<file path="config.mk">
export PLATFORM = sky130hd
export DESIGN_NAME = keypad_emulator
export DESIGN_NICKNAME = d
export VERILOG_FILES = /design/src/rtl/keypad_emulator.sv
export SDC_FILE = /design/constraint.sdc
export NUM_CORES = 1
export LEC_CHECK = 0
export BUFFER_PORTS_ARGS = -buffer_cell sky130_fd_sc_hd__buf_2
export CAP_MARGIN = 25
export CORE_MARGIN = 2
export CORE_UTILIZATION = 60
export DETAILED_ROUTE_END_ITERATION = 7
export GPL_TIMING_DRIVEN = 0
export PLACE_DENSITY = 0.86
export SLEW_MARGIN = 10
export SYNTH_ARGS = -nofsm -noshare
export SYNTH_HDL_FRONTEND = slang
export SYNTH_SLANG_ARGS = --single-unit
</file>
<file path="constraint.sdc">
create_clock -name hwclk -period 7.4 [get_ports hwclk]
set_input_delay 1.11 -clock hwclk [delete_from_list [all_inputs] [get_ports hwclk]]
set_output_delay 1.11 -clock hwclk [all_outputs]
set_load 0.01 [all_outputs]
</file>
<file path="src/rtl/keypad_emulator.sv">
// rtl/keypad_emulator.sv - scanner-side model of one 3x3 keypad key with optional contact bounce
// Presses are requested over key_valid/key_ready. The latched key pulls its column low while its row is scanned.
module keypad_emulator #(
    parameter int PRESS_CYCLES   = 1200000,
    parameter int RELEASE_CYCLES = 1200000,
    parameter int BOUNCE_CYCLES  = 12000,
    parameter int BOUNCE_TOGGLE  = 600,
    parameter int CNT_W          = 24
) (
    input  logic       hwclk,
    input  logic       reset,
    input  logic       key_valid,
    input  logic [3:0] key_code,
    output logic       key_ready,
    output logic       busy,
    output logic       done,
    output logic       err,
    input  logic       keypad_r1,
    input  logic       keypad_r2,
    input  logic       keypad_r3,
    output logic       keypad_c1,
    output logic       keypad_c2,
    output logic       keypad_c3
);

    typedef enum logic [2:0] {
        S_IDLE,
        S_BNC_IN,
        S_HOLD,
        S_BNC_OUT,
        S_GAP
    } state_t;

    // Each state is loaded with its length minus one and exits on the cycle the count is zero.
    localparam logic [CNT_W-1:0] PRESS_LD   = CNT_W'(PRESS_CYCLES - 1);
    localparam logic [CNT_W-1:0] RELEASE_LD = CNT_W'(RELEASE_CYCLES - 1);
    localparam logic [CNT_W-1:0] BOUNCE_LD  = CNT_W'((BOUNCE_CYCLES > 0) ? BOUNCE_CYCLES - 1 : 0);
    localparam logic [CNT_W-1:0] TOGGLE_LD  = CNT_W'(BOUNCE_TOGGLE - 1);
    localparam bit               HAS_BOUNCE = (BOUNCE_CYCLES > 0);

    state_t           state_q, state_d;
    logic [CNT_W-1:0] cnt_q, cnt_d;
    logic [CNT_W-1:0] tgl_q, tgl_d;
    logic             contact_q, contact_d;
    logic [1:0]       key_row_q, key_row_d;
    logic [1:0]       key_col_q, key_col_d;
    logic             ready_q, busy_q, done_q, err_q;
    logic             done_d, err_d;
    logic [2:0]       cols_q, cols_d;

    logic             code_ok;
    logic [1:0]       code_row;
    logic [1:0]       code_col;
    logic             row_lvl;

    always_comb begin
        code_ok  = 1'b1;
        code_row = 2'd0;
        code_col = 2'd0;
        case (key_code)
            4'd1: begin code_row = 2'd0; code_col = 2'd0; end
            4'd2: begin code_row = 2'd0; code_col = 2'd1; end
            4'd3: begin code_row = 2'd0; code_col = 2'd2; end
            4'd4: begin code_row = 2'd1; code_col = 2'd0; end
            4'd5: begin code_row = 2'd1; code_col = 2'd1; end
            4'd6: begin code_row = 2'd1; code_col = 2'd2; end
            4'd7: begin code_row = 2'd2; code_col = 2'd0; end
            4'd8: begin code_row = 2'd2; code_col = 2'd1; end
            4'd9: begin code_row = 2'd2; code_col = 2'd2; end
            default: code_ok = 1'b0;
        endcase
    end

    always_comb begin
        state_d   = state_q;
        cnt_d     = cnt_q;
        tgl_d     = tgl_q;
        contact_d = contact_q;
        key_row_d = key_row_q;
        key_col_d = key_col_q;
        done_d    = 1'b0;
        err_d     = 1'b0;
        case (state_q)
            S_IDLE: begin
                contact_d = 1'b0;
                if (key_valid && ready_q) begin
                    if (code_ok) begin
                        key_row_d = code_row;
                        key_col_d = code_col;
                        contact_d = 1'b1;
                        tgl_d     = TOGGLE_LD;
                        if (HAS_BOUNCE) begin
                            state_d = S_BNC_IN;
                            cnt_d   = BOUNCE_LD;
                        end else begin
                            state_d = S_HOLD;
                            cnt_d   = PRESS_LD;
                        end
                    end else begin
                        err_d = 1'b1;
                    end
                end
            end
            S_BNC_IN, S_BNC_OUT: begin
                if (cnt_q == '0) begin
                    if (state_q == S_BNC_IN) begin
                        state_d   = S_HOLD;
                        cnt_d     = PRESS_LD;
                        contact_d = 1'b1;
                    end else begin
                        state_d   = S_GAP;
                        cnt_d     = RELEASE_LD;
                        contact_d = 1'b0;
                    end
                end else begin
                    cnt_d = cnt_q - 1'b1;
                    if (tgl_q == '0) begin
                        contact_d = ~contact_q;
                        tgl_d     = TOGGLE_LD;
                    end else begin
                        tgl_d = tgl_q - 1'b1;
                    end
                end
            end
            S_HOLD: begin
                if (cnt_q == '0) begin
                    contact_d = 1'b0;
                    tgl_d     = TOGGLE_LD;
                    if (HAS_BOUNCE) begin
                        state_d = S_BNC_OUT;
                        cnt_d   = BOUNCE_LD;
                    end else begin
                        state_d = S_GAP;
                        cnt_d   = RELEASE_LD;
                    end
                end else begin
                    cnt_d = cnt_q - 1'b1;
                end
            end
            S_GAP: begin
                if (cnt_q == '0) begin
                    state_d = S_IDLE;
                    done_d  = 1'b1;
                end else begin
                    cnt_d = cnt_q - 1'b1;
                end
            end
            default: begin
                state_d   = S_IDLE;
                contact_d = 1'b0;
            end
        endcase
    end

    // Columns reflect the contact of the coming cycle against the rows sampled on this edge.
    always_comb begin
        case (key_row_d)
            2'd0:    row_lvl = keypad_r1;
            2'd1:    row_lvl = keypad_r2;
            default: row_lvl = keypad_r3;
        endcase
        cols_d = 3'b111;
        if (contact_d && !row_lvl) begin
            case (key_col_d)
                2'd0:    cols_d = 3'b110;
                2'd1:    cols_d = 3'b101;
                default: cols_d = 3'b011;
            endcase
        end
    end

    always_ff @(posedge hwclk or posedge reset) begin
        if (reset) begin
            state_q   <= S_IDLE;
            cnt_q     <= '0;
            tgl_q     <= '0;
            contact_q <= 1'b0;
            key_row_q <= 2'd0;
            key_col_q <= 2'd0;
            ready_q   <= 1'b1;
            busy_q    <= 1'b0;
            done_q    <= 1'b0;
            err_q     <= 1'b0;
            cols_q    <= 3'b111;
        end else begin
            state_q   <= state_d;
            cnt_q     <= cnt_d;
            tgl_q     <= tgl_d;
            contact_q <= contact_d;
            key_row_q <= key_row_d;
            key_col_q <= key_col_d;
            ready_q   <= (state_d == S_IDLE);
            busy_q    <= (state_d != S_IDLE);
            done_q    <= done_d;
            err_q     <= err_d;
            cols_q    <= cols_d;
        end
    end

    assign key_ready = ready_q;
    assign busy      = busy_q;
    assign done      = done_q;
    assign err       = err_q;
    assign keypad_c1 = cols_q[0];
    assign keypad_c2 = cols_q[1];
    assign keypad_c3 = cols_q[2];

endmodule
</file>
==> impl_metrics.ini, run 1 <==
[timing]
finalSetupViolCount = 0
clock_skew_ps = 15.8
finalHoldViolations = 0
tightest_slew_ps = 767
timing.fmax_mhz = 298
slew_violations = 0
period_share_pct = 45.3
relSlewSlack_pct = 48.2
rsz0062_at_grt = no
min_period_ps = 3350
tns_ps = 0

[layout]
fillers = 451
nNetsFinal = 439
final_core_util_pct = 67.7
area_growth_pct = 9.87
multiInputGateArea_um2 = 1900
final-seq-area_um2 = 1580
drive_gt1_share_pct = 12.6
antenna_cells = 0

[placed_design]
place_hpwl_um = 5920
place.gp.congestion = 0.845
port-buffer-count = 16

[synth]
ys_ff_latch = 63
synth.cell_area_um2 = 3620
synth-seq-area-share_pct = 43.6
synth_edf_count = 0
ys_types = 65
synth_top_area_cell = dfrtp_1
syn_nets = 412
yosysTopAreaCellShare_pct = 40.7
yosys_warnings = 0
syn_area_per_cell_um2 = 9.11
synthesis.instances = 398
synth-main-ff-cell = dfrtp_1
synth-async-reset-ratio_pct = 100
synth_area_leaders = dfrtp_1 (41%), xnor2_1 (5.8%), nor2_1 (4.7%), a21oi_1 (3.6%), nor4_1 (3.5%)

[hold_path]
worstHoldPathType = reg2reg

[route]
drt_first_iter_violations = 347
wl_per_cell_um = 17.2
ant_nets = 0
firstDrtPassIters = 5
route.detailed.drc = 0
viasPerCell = 6.51
wirelength_um = 8690
wl_met2_um = 4180
dr_wl_met3_um = 611
vias = 3290
wl_met1_um = 3660
routed.top_layer = met4

[power]
p_leak_nw = 1.71
ir_drop_mv = 0.115
power_density_nw_per_um2 = 163

[worst_setup_path]
start_kind = register
arrival_ps = 3570
worstPathMaxFanout = 10
crit_required_ps = 7620
setup.worst_path.end_class = register
critPathKind = reg2reg

[die]
core-area_um2 = 5890
die-area_um2 = 6680
chipWidth_um = 81.7
start_util_pct = 61.6
rows = 28
io-pin-count = 17
fp.dieH_um = 81.7

[global_routing]
grt_pass1_vias = 3124
grt_max_degree = 64
antenna_found_initial = 0
overflow = 0
groute.usage.overall_pct = 28.2
grt_pass1_wl_um = 14400

[clock_network]
post_cts_resize_count = 0
cts_root_buf = clkbuf_8
clock_latency_ps = 350
clkSlewWorstSetupHoldPaths_ps = 70
post-cts-setup-buffer-count = 0
cts_tree = yes
cts_buffers = 9
cts_max_level = 3
cts.sink_count = 63
clk_path_buf_depth = 2
ctsHoldBuffers = 0

[job]
drv_cap = 0

[outcome]
status = finished clean
## metal layers
layer / up-vias / global-route usage (%)
li1: 1531 / -
met1: 1577 / 36.4
met2: 155 / 44.6
met3: 27 / 7.47
met4: 0 / 12.7
met5: - / 0
## final cells by class
type	instances	area share (%)
clock inverters	5	1.26
plain buffers	17	1.92
well taps	75	2.36
flip-flops and latches	63	39.7
multi-input cells	301	47.8
inverters	17	1.67
repair buffers	16	2.01
clock buffers	11	3.30
## cell families (layout without fill, tap and decap cells)
kind of cell,after synthesis,after routing,share of synthesized area [%]
fa+ha+maj,4,4,1.38
buf+inv,34,66,3.87
compound gates,97,97,17.8
simple gates,169,169,25.6
xor+xnor,27,27,6.52
mux,4,4,1.17
flops,63,63,43.6
## flip-flops by register name (all words and copies together), names as in the netlist
| register | count |
|---|---|
| cnt_q | 24 |
| done | 1 |
| state_q | 3 |
| tgl_q | 24 |
| err | 1 |
| contact_q | 1 |
| busy | 1 |
| key_ready | 1 |
| key_col_q | 2 |
| cols_q | 3 |
| key_row_q | 2 |
## through the flow
| step | instances | cell area, um2 | total power [mW] | setup WS [ps] | hold slack (ps) |
|---|---|---|---|---|---|
| final | 505 | 3980 | 0.650 | 4050 | 519 |
| after global routing | 505 | 3980 | 0.675 | 3770 | 519 |
| after floorplan | 398 | 3620 | 0.362 | 4310 | 452 |
| after global placement | 489 | 3800 | 0.368 | 3930 | 470 |
| after detailed placement | 489 | 3800 | 0.369 | 3920 | 497 |
| after CTS | 505 | 3980 | 0.655 | 4140 | 506 |
## cells in the mapped netlist, types with 3 or more instances
cell type / instances
nor4bb_1: 3
nand3b_1: 3
or3_1: 12
o21ai_0: 24
buf_2: 4
xnor2_1: 24
or4_1: 7
inv_1: 17
nand4_1: 4
nand2_1: 23
a21oi_1: 26
nor2_1: 45
ha_1: 4
dfrtp_1: 59
nand3_1: 13
nor4_1: 20
nand2b_1: 4
nor3_1: 11
xor2_1: 3
o41ai_1: 6
or4b_1: 3
or2_2: 3
a2111oi_0: 4
nor2b_1: 3
clkbuf_1: 11
dfstp_2: 4
a21boi_0: 3
o22a_1: 3
a211oi_1: 4
## report_power, final
group / internal (mW) / switching [mW] / total, mW
registers: 0.344 / 0 / 0.344
clock network: 0.153 / 0.134 / 0.288
logic: 0.00488 / 0.0131 / 0.0180
total: 0.503 / 0.147 / 0.650
## cells in the final DEF, fill, tap and decap left out, drive strengths merged, types with 3 or more instances in the layout
cell type,instances
dfrtp,59
nor2,45
a21oi,26
o21ai,26
xnor2,24
nand2,23
buf,22
clkbuf,22
nor4,21
inv,17
nand3,13
or3,12
nor3,12
or4,9
o41ai,6
or2,5
nand4,4
a211oi,4
a2111oi,4
nand2b,4
ha,4
clkinv,4
dfstp,4
a21boi,4
or4b,4
o22a,3
nor4bb,3
nand3b,3
xor2,3
nor2b,3
## worst paths after layout
path	from	to	slack, ps	depth (start not counted)
worst max-delay path	tgl_q[4]	tgl_q[17]	4050	7
worst min-delay path	cnt_q[23]	cnt_q[23]	520	1
worst max register to register	tgl_q[4]	tgl_q[17]	4050	7
worst min register to register	cnt_q[23]	cnt_q[23]	520	1
max in group asynchronous	reset	busy	5990	2
min in group asynchronous	reset	tgl_q[23]	900	2
## worst max-delay path, stage by stage, from the launching register on
cell and delay (ps):
dfrtp_1 440, nor4_1 650, nor4bb_1 770, o2111ai_1 190, a21boi_1 190, nor2_1 550, buf_2 340, nor2_1 90
(Power assumes the default switching activity.)
==> run 2: changes to the inputs <==
Settings changed: ABC_AREA set to 1, CORE_UTILIZATION 60 to 56, PLACE_DENSITY 0.86 to 0.84.
Clock period 7.4 ns to 3.01 ns, I/O delays scaled along.
==> impl_metrics.ini, run 2 <==
[layout]
mostFrequentLayoutCells = nand2_1 (159), nor2_1 (88), inv_1 (66)
drive_gt1_share_pct = 14.4
area_growth_pct = 9.83
reg_top3 = cnt_q (24), tgl_q (24)
nNetsFinal = 636
multiInputGateArea_um2 = 2260
final-seq-area_um2 = 1580
final_core_util_pct = 63.4
fillers = 623
antenna_cells = 0
final_common_cell = nand2_1
final_area_um2 = 4600
fin_cells = 726

[worst_setup_path]
setup.worst_path.end_class = register
rr_worst_depth = 10
start_kind = register
critPathKind = reg2reg
arrival_ps = 2300
worstPathMaxFanout = 10
crit_required_ps = 3250

[die]
core-area_um2 = 7250
io-pin-count = 17
rows = 31
chipWidth_um = 90.5
start_util_pct = 57.8
fp.dieH_um = 90.5
die-area_um2 = 8190

[global_routing]
met2_usage_pct = 41.1
grt_max_degree = 64
antenna_found_initial = 0
groute.usage.overall_pct = 25.4
use_met3_pct = 5.26
grt_pass1_wl_um = 17100
grt.met1_usage_pct = 32.5
grt_pass1_vias = 3829
busiest_layer = met2
overflow = 0

[placed_design]
place.gp.congestion = 0.943
pre_cts_ws_ps = 960
post_dp_cell_area_um2 = 4400
dp_cells = 710
place_hpwl_um = 7150
port-buffer-count = 16

[clock_network]
post_cts_resize_count = 0
cts_root_buf = clkbuf_8
cts_tree = yes
cts_buffers = 9
clk_path_buf_depth = 2
clock_latency_ps = 360
clkSlewWorstSetupHoldPaths_ps = 80
ctsHoldBuffers = 0
cts_max_level = 3
cts.sink_count = 63
post-cts-setup-buffer-count = 0

[synth]
synth-seq-area-share_pct = 37.8
synth_top_area_cell = dfrtp_1
synthesis.instances = 595
ys_types = 38
syn_nets = 609
yosys_warnings = 0
yosysTopAreaCellShare_pct = 35.2
synth_edf_count = 0
synth-async-reset-ratio_pct = 100
synth_area_leaders = dfrtp_1 (35%), nand2_1 (14%), nor2_1 (7.9%), nand3_1 (7.8%), inv_1 (6.0%)
synth.cell_area_um2 = 4190
yosysMostFrequentCell = nand2_1
synth-main-ff-cell = dfrtp_1
syn_area_per_cell_um2 = 7.04
yosys-top-cells-count = nand2_1 (159), nor2_1 (88), inv_1 (67), nand3_1 (65), dfrtp_1 (59)
ys_ff_latch = 63

[timing]
slew_violations = 0
timing.fmax_mhz = 486
clock_skew_ps = 9.77
hold-worst-slack_ps = 218
tightest_slew_ps = 787
relSlewSlack_pct = 47.5
finalHoldViolations = 0
period_share_pct = 68.4
finalSetupViolCount = 0
rsz0062_at_grt = no
min_period_ps = 2060
fin_ws_ps = 951
tns_ps = 0

[route]
firstDrtPassIters = 6
route.detailed.drc = 0
wl_per_cell_um = 13.5
viasPerCell = 5.48
vias = 3981
wirelength_um = 9780
drt_first_iter_violations = 283
ant_nets = 0

[power]
power_density_nw_per_um2 = 359
p_leak_nw = 2.30
ir_drop_mv = 0.366
total_power_mw = 1.65

[job]
drv_cap = 0

[hold_path]
worstHoldPathType = in2async

[outcome]
status = finished clean
## run 2: kinds of logic (layout without fill, tap and decap cells)
group                    after synthesis  in the layout  share of synthesized area (%)
AND/OR/NAND/NOR                      373            373                           41.8
XOR/XNOR                              16             16                           3.35
flip-flops                            63             63                           37.8
AO/OA/AOI/OAI                         57             57                           7.65
adder cells (fa/ha/maj)                4              4                           1.19
buffers and inverters                 82            114                           8.30
## run 2: worst max-delay path, stage by stage, from the launching register on
cell      delay [ps]
dfrtp_1          420
inv_1            110
ha_1             190
nand3_1          100
nor2_1           170
nand4_1          180
nand3b_2         270
inv_2            170
buf_6            180
nand3_1           80
nand3_2           70
## run 2: cell type report
class                           instances  area share, %
Buffer                                 10           1.69
Sequential cell                        63           34.4
Timing Repair Buffer                   16           1.74
Clock buffer                            9           2.69
Clock inverter                          7           1.77
Multi-Input combinational cell        450           49.1
Inverter                               72           5.93
Tap cell                               99           2.69
## run 2: routing by layer
metal	vias up	share of wire (%)
met1	1847	45
met5	-	0
met3	37	5.7
li1	1965	-
met2	132	47
met4	0	2.9
## run 2: worst paths after layout
kind,startpoint,endpoint,slack (ps)
setup / recovery,cnt_q[0],cnt_q[2],950
hold / removal,reset,tgl_q[9],220
setup reg to reg,cnt_q[0],cnt_q[2],950
hold reg to reg,cnt_q[0],cnt_q[0],520
max in group asynchronous,reset,cnt_q[9],2240
min in group hwclk,key_valid,err,380
## run 2: report_power, final
| part | total (mW) | switching (mW) | internal [mW] |
|---|---|---|---|
| Combinational | 0.0382 | 0.0289 | 0.00928 |
| Sequential | 0.847 | 0.000104 | 0.847 |
| Clock | 0.768 | 0.376 | 0.392 |
==> run 3: changes to the inputs <==
Settings changed: CORE_UTILIZATION 56 to 60, PLACE_DENSITY 0.84 to 0.86.
Clock period 3.01 ns to 2.05 ns, I/O delays scaled along.
==> impl_metrics.ini, run 3 (synthesis results as in run 2) <==
[outcome]
status = finished clean

[die]
chipWidth_um = 87.6
die-area_um2 = 7670
start_util_pct = 62.0
core-area_um2 = 6760
fp.dieH_um = 87.6
io-pin-count = 17
rows = 30

[clock_network]
clock_latency_ps = 360
clk_path_buf_depth = 2
ctsHoldBuffers = 0
cts.sink_count = 63
cts_root_buf = clkbuf_8
cts_buffers = 9
cts_tree = yes
clkSlewWorstSetupHoldPaths_ps = 70
cts_max_level = 3

[timing]
min_period_ps = 1960
clock_skew_ps = 11.9
hold-worst-slack_ps = 107
period_share_pct = 95.5
finalHoldViolations = 0
timing.fmax_mhz = 511
tightest_slew_ps = 776
fin_ws_ps = 93.1
finalSetupViolCount = 0
relSlewSlack_pct = 48.3
tns_ps = 0
slew_violations = 0

[power]
power_density_nw_per_um2 = 552
ir_drop_mv = 0.405
p_leak_nw = 2.31

[worst_setup_path]
cp_slowest_stage_delay_ps = 410
setup.worst_path.end_class = register
crit_chain = inv_1 -> ha_1 -> nand3_1 -> nor2_2 -> nand4_1 -> nand3b_4 -> inv_2 -> buf_6 -> nand3_1 -> nand3_2
cpMaxStageDelayCell = dfrtp_1
cpMostUsedCell = nand3_1
crit_required_ps = 2290
critPathKind = reg2reg
worstPathMaxFanout = 10
start_kind = register
arrival_ps = 2190

[job]
drv_cap = 0

[layout]
antenna_cells = 0
reg_top3 = cnt_q (24), tgl_q (24)
final_area_um2 = 4620
final_common_cell = nand2_1
mostFrequentLayoutCells = nand2_1 (158), nor2_1 (87), inv_1 (66)
final-seq-area_um2 = 1580
multiInputGateArea_um2 = 2270
nNetsFinal = 637
drive_gt1_share_pct = 14.5
final_core_util_pct = 68.4
area_growth_pct = 10.3
fillers = 566

[placed_design]
place.gp.congestion = 0.989
place_hpwl_um = 7340
pre_cts_ws_ps = 48.9
post_dp_cell_area_um2 = 4370
port-buffer-count = 16

[global_routing]
antenna_found_initial = 0
grt_max_degree = 64
grt_pass1_vias = 3877
grt_pass1_wl_um = 16700
groute.usage.overall_pct = 27.8
overflow = 0

[route]
vias = 3968
wl_per_cell_um = 14.3
firstDrtPassIters = 5
route.detailed.drc = 0
drt_first_iter_violations = 224
wirelength_um = 10100
ant_nets = 0
viasPerCell = 5.60

[hold_path]
worstHoldPathType = in2async
## run 3: cell count changes in the layout (fill, tap and decap cells not counted), sizes merged
cell	change
inv	-2
clkinvlp	-1
clkbuf	+5
clkinv	-2
bufinv	+1
## run 3: where the power goes
group / internal (mW) / leakage (nW) / switching [mW]
sequential: 1.24 / 0.742 / 0.000175
combinational: 0.0136 / 1.46 / 0.0427
clock: 0.750 / 0.114 / 0.498
total: 2.01 / 2.31 / 0.541
## run 3: final cells by class
| type | instances | area share (%) |
|---|---|---|
| plain buffers | 10 | 1.73 |
| flip-flops and latches | 63 | 34.2 |
| multi-input cells | 450 | 49.2 |
| clock inverters | 3 | 1.41 |
| inverters | 72 | 5.90 |
| well taps | 80 | 2.17 |
| clock buffers | 13 | 3.44 |
| repair buffers | 17 | 1.90 |
## run 3: final timing paths
kind	cells after the start	start	endpoint	slack [ps]
max in group asynchronous	2	reset	key_col_q[0]	1450
worst min-delay path	2	reset	tgl_q[20]	110
worst max register to register	10	cnt_q[0]	cnt_q[2]	90
worst max-delay path	10	cnt_q[0]	cnt_q[2]	90
min in group hwclk	3	key_valid	err	220
worst min register to register	2	key_row_q[0]	key_row_q[0]	510
## run 3: per-stage QoR
step | total power, mW | std cells
global route | 2.63 | 708
global placement | 1.32 | 691
finish | 2.55 | 708
detailed placement | 1.33 | 691
CTS | 2.55 | 707
floorplan | 1.30 | 595
## run 3: timing repair
action | 4_1_cts | 5_1_grt
setup endpoints to repair | 0 | 32
setup buffers | 0 | 1
resized for setup | 0 | 4
## run 3: routing by layer
layer / vias up / share of wire, % / global-route usage (%)
met5: - / 0 / 0
met4: 0 / 2.9 / 13.1
met3: 35 / 5.5 / 5.84
met2: 143 / 49 / 48.1
met1: 1831 / 43 / 33.0
li1: 1959 / - / -
## run 3: critical path: cells and delay by family, from the launching register on
family | cells | cell delay (ps)
adder cells (fa/ha/maj) | 1 | 190
AND/OR/NAND/NOR | 6 | 810
buffers and inverters | 3 | 410
flip-flops | 1 | 410
